--- src/rtl/if_fetch_stage.sv ---
// Instruction fetch + IF/ID register with a one-entry skid; one instruction per cycle at zero-wait memory; IF_STATS_EN adds counters.
// Latency: ack in cycle N is visible on PC/Instruction in N+1; freeze parks an acked word in the skid and drops imem_req until released.
module if_fetch_stage #(
  parameter logic [31:0] RESET_PC  = 32'h0000_0000,
  parameter logic [31:0] NOP_INSTR = 32'hE1A0_0000,
  parameter int          CNT_W     = 16
) (
  input  logic             clk,
  input  logic             rst,
  input  logic             freeze,
  input  logic             branch_taken,
  input  logic [31:0]      branch_addr,
  output logic             imem_req,
  output logic [31:0]      imem_addr,
  input  logic [31:0]      imem_rdata,
  input  logic             imem_ack,
  output logic [31:0]      PC,
  output logic [31:0]      Instruction,
  output logic             valid,
  output logic [CNT_W-1:0] fetch_cnt,
  output logic [CNT_W-1:0] bubble_cnt
);

  typedef enum logic {FETCH, HOLD} state_t;

  state_t      state_q, state_d;
  logic [31:0] pc_q, pc_d;
  logic [31:0] skid_pc_q, skid_pc_d;
  logic [31:0] skid_ins_q, skid_ins_d;
  logic [31:0] out_pc_q, out_ins_q;
  logic        out_vld_q;
  logic        ld;
  logic [31:0] ld_pc, ld_ins;
  logic        ld_vld;
  logic [31:0] pc_inc;

  assign pc_inc    = pc_q + 32'd4;
  assign imem_req  = (state_q == FETCH);
  assign imem_addr = pc_q;

  always_comb begin
    state_d    = state_q;
    pc_d       = pc_q;
    skid_pc_d  = skid_pc_q;
    skid_ins_d = skid_ins_q;
    ld         = 1'b0;
    ld_pc      = 32'd0;
    ld_ins     = NOP_INSTR;
    ld_vld     = 1'b0;
    if (branch_taken) begin
      // Flush wins over freeze; any same-cycle ack belongs to the wrong path.
      pc_d    = {branch_addr[31:2], 2'b00};
      state_d = FETCH;
      ld      = 1'b1;
    end else begin
      case (state_q)
        FETCH: begin
          if (imem_ack) begin
            pc_d = pc_inc;
            if (freeze) begin
              skid_pc_d  = pc_inc;
              skid_ins_d = imem_rdata;
              state_d    = HOLD;
            end else begin
              ld     = 1'b1;
              ld_pc  = pc_inc;
              ld_ins = imem_rdata;
              ld_vld = 1'b1;
            end
          end else if (!freeze) begin
            ld = 1'b1;
          end
        end
        HOLD: begin
          if (!freeze) begin
            ld      = 1'b1;
            ld_pc   = skid_pc_q;
            ld_ins  = skid_ins_q;
            ld_vld  = 1'b1;
            state_d = FETCH;
          end
        end
        default: state_d = FETCH;
      endcase
    end
  end

  always_ff @(posedge clk) begin
    if (rst) begin
      state_q    <= FETCH;
      pc_q       <= RESET_PC;
      skid_pc_q  <= 32'd0;
      skid_ins_q <= NOP_INSTR;
      out_pc_q   <= 32'd0;
      out_ins_q  <= NOP_INSTR;
      out_vld_q  <= 1'b0;
    end else begin
      state_q    <= state_d;
      pc_q       <= pc_d;
      skid_pc_q  <= skid_pc_d;
      skid_ins_q <= skid_ins_d;
      if (ld) begin
        out_pc_q  <= ld_pc;
        out_ins_q <= ld_ins;
        out_vld_q <= ld_vld;
      end
    end
  end

  assign PC          = out_pc_q;
  assign Instruction = out_ins_q;
  assign valid       = out_vld_q;

`ifdef IF_STATS_EN
  logic [CNT_W-1:0] fetch_cnt_q, bubble_cnt_q;

  always_ff @(posedge clk) begin
    if (rst) begin
      fetch_cnt_q  <= '0;
      bubble_cnt_q <= '0;
    end else if (ld) begin
      if (ld_vld && !(&fetch_cnt_q))
        fetch_cnt_q <= fetch_cnt_q + CNT_W'(1);
      if (!ld_vld && !(&bubble_cnt_q))
        bubble_cnt_q <= bubble_cnt_q + CNT_W'(1);
    end
  end

  assign fetch_cnt  = fetch_cnt_q;
  assign bubble_cnt = bubble_cnt_q;
`else
  assign fetch_cnt  = '0;
  assign bubble_cnt = '0;
`endif

endmodule

--- config.mk ---
export PLATFORM = sky130hd
export DESIGN_NAME = if_fetch_stage
export DESIGN_NICKNAME = d
export VERILOG_FILES = /design/src/rtl/if_fetch_stage.sv
export SDC_FILE = /design/constraint.sdc
export NUM_CORES = 1
export LEC_CHECK = 0
export ABC_AREA = 1
export ABC_CLOCK_PERIOD_IN_PS = 2100
export CORE_ASPECT_RATIO = 1.5
export CORE_MARGIN = 3
export CORE_UTILIZATION = 35
export DETAILED_ROUTE_END_ITERATION = 16
export GPL_TIMING_DRIVEN = 0
export PLACE_DENSITY = 0.71
export SETUP_SLACK_MARGIN = 0.05
export SLEW_MARGIN = 30
export SYNTH_ARGS = -nofsm -noshare
export SYNTH_HDL_FRONTEND = slang
export SYNTH_SLANG_ARGS = --single-unit
--- constraint.sdc ---
create_clock -name clk -period 2.1 [get_ports clk]
set_input_delay 0.42 -clock clk [delete_from_list [all_inputs] [get_ports clk]]
set_output_delay 0.42 -clock clk [all_outputs]
set_load 0.005 [all_outputs]
Yosys cells after proc, flatten, opt, wreduce, memory -nomap -nowiden
Cells that the tools add are included.
{"block": "totals", "latch_bits": 0, "inputBits": 69, "register_bits": 162, "romBits": 0, "mem_count": 0, "ramBits": 0, "word_cells": 38}
{"block": "classes", "shift": 0, "muxes": 21, "reduce_logical": 5, "n_addsub": 1, "magnitude_cmp": 0, "multipliers": 0, "n_eq_ne": 1, "div_mod_pow": 0, "n_bitwise": 2}
{"cell": "$mux W32", "n": 11}
{"cell": "$pmux W32 S2", "n": 2}
{"cell": "$add A32 B3 Y32 const B", "n": 1}
{"cell": "$mux W1", "n": 6}
{"cell": "$pmux W1 S2", "n": 2}
{"cell": "$reduce_and A2 Y1", "n": 2}
{"cell": "$reduce_and A4 Y1", "n": 1}
{"cell": "$ne A2 B2 Y1 const B", "n": 1}
{"cell": "$not A1 Y1", "n": 2}
{"cell": "$reduce_bool A2 Y1", "n": 1}
{"cell": "$reduce_or A2 Y1", "n": 1}

Logic depth before layout (Yosys ltp)
{"block": "logic_depth", "ltp_word": 5, "depth_mapped": 12}

Worst setup path after synthesis
No wires, ideal clock.
{"block": "synth_path", "kind": "reg-to-reg", "from": "register pc_q[2], in the netlist imem_addr[2]", "to": "register out_pc_q[22], in the netlist PC[22]", "slack_ns": 0.514, "arrival_ns": 1.474, "period_less_slack_ns": 1.586, "path_stages_with_launch": 13, "path_cell_list": "dfxtp_1 -> ha_1 -> nand2_1 -> nor2_2 -> nand2_4 -> nor2_4 -> nand2_1 -> nand2_1 -> nand2_1 -> nand2_1 -> nand2_1 -> nand2_1 -> nand2_1"}
{"block": "synth_between", "elab_chain_cells": 5}
{"element": "start, declared", "line": "27", "source": "logic [31:0] pc_q, pc_d;"}
{"element": "start signal, assigned", "line": "99", "source": "pc_q <= pc_d;"}
{"element": "$add A32 B3 Y32", "line": "37", "source": "assign pc_inc = pc_q + 32'd4;"}
{"element": "$mux W32", "line": "60", "source": "if (freeze) begin"}
{"element": "$mux W32", "line": "58", "source": "if (imem_ack) begin"}
{"element": "$pmux W32 S2", "line": "56", "source": "case (state_q)"}
{"element": "$mux W32", "line": "50", "source": "if (branch_taken) begin"}
{"element": "end signal, assigned", "line": "103", "source": "out_pc_q <= ld_pc;"}
{"element": "end, declared", "line": "30", "source": "logic [31:0] out_pc_q, out_ins_q;"}
Every way passes these cells.
A chain may end at the register's enable or synchronous reset.

Worst setup path in the final report
{"block": "layout_path", "from": "register state_q", "to": "output port imem_req"}
{"block": "layout_between", "elab_chain_cells": 1}
{"element": "start, declared", "line": "26", "source": "state_t state_q, state_d;"}
{"element": "start signal, assigned", "line": "98", "source": "state_q <= state_d;"}
{"element": "$not A1 Y1"}
{"element": "end, declared", "line": "13", "source": "output logic imem_req,"}
Every way passes these cells.

==> impl_results.md <==
* Number of diodes at 0
* Internal Power at roughly 0.0056 W
* Drt total wl at between 20,000 and 30,000 µm
* Worst setup SP type: register
* Largest net degree at the start of global routing at 20
* Final worst path period need at 1.979 ns
* NumNets Final at 1,376
* Slew @ Worst Pin at 0.6171 ns
* Die width at 126.0 µm
* Yosys warnings at 0
* Worst R2R Path Depth at 7
* Type of the most critical hold path: in -> reg
* Total gr overflow at 0
* CP startpoint: state_q
* Mapped Cells at 1,095
* Grt met3 use at 0.04134
* Critical Path End: imem_req
* Main synth FF type: dfxtp_1
* Via density per instance at 4.863
* Post-CTS setup buffer count at 0
* Site Rows at 65
* Initial antenna violation count at 0
* Avg Inst Size Synth at 6.907 µm²
* Hold Path Depth at 2
* WL/cell at roughly 16 µm
* Remaining DRCs at 0
* Final TNS setup at 0 ns
* Vias in the first global route at 7,401
* Sequential fraction of the synthesis area at 0.4129
* CTS Buf Count at 17
* Sequential cell area at 0.003124 mm²
* Io pins at about 200
* Worst Skew at around 0.012 ns
* Status: finished, final reports clean
* LEAKAGE at approximately 4.5 nW
* Clock transition at path regs at 0.06 ns
* Async SR Flop Fraction at 0
* Tcrit/Tclk final at 0.9422
* Worst setup margin at between 0.1 and 0.15 ns
* Drt first pass iters at 5
* Die height at roughly 190 µm
* First-pass GRT wire length at 39,020 µm
* CTS tree: done
* Placer Congestion at 0.9364
* Initial DRC count at 552
* Die ar. at 0.02345 mm²
* GRT Total Usage at 0.2111
* R2R Setup Slk at ~0.17 ns
* Max-Cap Viols at 0
* Inst Count DP at 1,556
* Crit end category: output pin
* Relative slew slack at 0.5886
* Maximum vdd drop at between 0.5 and 0.6 mV
* Critical Path Fanout Max at 19
* Synthesized area at 0.007564 mm²
* DR vias at 7,718
* CP Class: reg -> out
* Highest Clock Rate at 0.5054 GHz
* Share of post-route cells with drive strength above 1 at 0.09401
* FF-to-FF Start: imem_addr[12]
* Number of nets still failing antenna checks after routing at 0
* PortBufs at 158
* Reg2reg end: imem_addr[15]
* Power per cell area at 725.3 mW/mm²
* Total net switching power at 0.001819 W
* Slew Viols, Final at 0
* Global route hottest layer: met2
* Area of the multi-input gates at approximately 0.0036 mm²
* Area growth syn-to-layout at 35.96%
* Core Box Area at roughly 0.021 mm²
* Comb power frac at 0.117
* Post-route insts no fill at 1,587
* Post-synth EDFFs at 0
* RSZ-0062 raised after global routing: yes
* CTS root buffer: clkbuf_16
* Register bit total from synthesis at 156
* Req. time, crit path at 1.68 ns
* Worst-case clock buffer depth at 2
* Worst path arrival time at 1.56 ns
* Switching Fraction at 0.2439
* Met2 usage at 0.3833
* Seq pwr share at 0.425
* Clk_lat worst skew at 0.43 ns
* Final Hold Fails at 0
* Starting Density at 0.3577
* HPWL Detailed at 19,390 µm
* Clock Power Share at 0.458
* Depth of the CTS H-tree at 4
* Clock sink count at 156
* Dpl ws at -0.2391 ns
* Met1 Usage GRT at 0.2300
* Setup Viol. Count Final at 0
* Fill cells at 2,121
* Post-synth cell types at 31
==> cells by family after synthesis <==
family	synth area share
simple gates	0.2505
compound gates	0.1906
buf+inv	0.1267
flops	0.4129
xor+xnor	0.01720
fa+ha+maj	0.001654
other cells	0.0004958
==> final cells by class <==
class	count	area share
plain buffers	96	0.05609
clock buffers	21	0.04477
clock inverters	11	0.01849
inverters	105	0.03833
multi-input cells	772	0.3521
flip-flops and latches	156	0.3038
well taps	268	0.03261
repair buffers	158	0.1538
==> power by group through the flow <==
stage          Clock (W)  Sequential [W]  Combinational (W)
2_1_floorplan          0         0.00321           0.000464
3_3_place_gp           0         0.00323           0.000849
3_5_place_dp           0         0.00323           0.000861
4_1_cts          0.00346         0.00316           0.000868
5_1_grt          0.00360         0.00318           0.000960
6_report         0.00342         0.00317           0.000873
==> layout by cell type (no fill, tap or decap), types with 6 or more instances in the layout <==
cell               n
nand2_1          322
clkdlybuf4s50_1  158
dfxtp_1          155
o21ai_0          119
inv_1             98
nor2_1            82
a21oi_1           76
buf_4             44
conb_1            36
nand3_1           32
o211ai_1          30
clkbuf_1          28
clkbuf_16         17
buf_2             15
o21ai_1           14
nor2_4            11
a22o_1             9
inv_2              7
buf_1              7
xor2_1             7
a31oi_1            7
o22ai_1            6
==> metrics by stage <==
step,util,total power [W],area [µm²],hold slack (ns)
final,0.4863,0.007458,10280,0.3591
after global routing,0.4863,0.007736,10280,0.3801
after CTS,0.4856,0.007494,10270,0.3630
after detailed placement,0.4546,0.004089,9612,0.4380
after global placement,0.4546,0.004075,9612,0.4327
after floorplan,-,0.003670,7695,0.4236
==> worst min path at each step <==
stage	slack [ns]	startpoint	end
2_1_floorplan	0.42	skid_ins_q[21]	skid_ins_q[21]
3_3_place_gp	0.43	skid_ins_q[23]	skid_ins_q[23]
3_5_place_dp	0.44	skid_ins_q[21]	skid_ins_q[21]
4_1_cts	0.36	rst	Instruction[11]
5_1_grt	0.38	rst	Instruction[10]
6_report	0.36	rst	Instruction[11]
==> cells in the mapped netlist, types with 7 or more instances <==
| library cell | instances | share of area |
|---|---|---|
| o21ai_0 | 119 | 0.079 |
| o21ai_1 | 14 | 0.0093 |
| dfxtp_1 | 156 | 0.41 |
| buf_4 | 44 | 0.044 |
| nor2_1 | 82 | 0.041 |
| a22o_1 | 9 | 0.010 |
| o211ai_1 | 30 | 0.030 |
| xor2_1 | 8 | 0.0093 |
| nand2_1 | 322 | 0.16 |
| clkbuf_1 | 28 | 0.014 |
| a21oi_1 | 76 | 0.050 |
| inv_1 | 99 | 0.049 |
| buf_1 | 7 | 0.0035 |
| nand3_1 | 32 | 0.021 |
| a31oi_1 | 7 | 0.0058 |
| buf_2 | 16 | 0.011 |
| nor2_4 | 11 | 0.016 |
==> critical path: stages (launching register included) <==
cell and delay, ns:
dfxtp_1 0.36, inv_2 0.11, buf_12 0.15, clkdlybuf4s50_1 0.51
==> state kept, by name (all words and copies together), names as in the netlist <==
signal,flops
skid_ins_q,32
PC,30
skid_pc_q,30
imem_addr,30
valid,1
state_q,1
Instruction,32
==> what timing repair did <==
action | CTS | global route
gates resized for setup | 3 | 6
hold buffers | 0 | 0
pin swaps | 0 | 0
endpoints found under the setup margin | 1 | 15
==> layer usage <==
metal	part of all wire	vias up
met5	0	-
met4	0.056	0
met3	0.061	65
met2	0.50	323
met1	0.38	3460
li1	-	3870
Power figures use the tool's default switching activity.
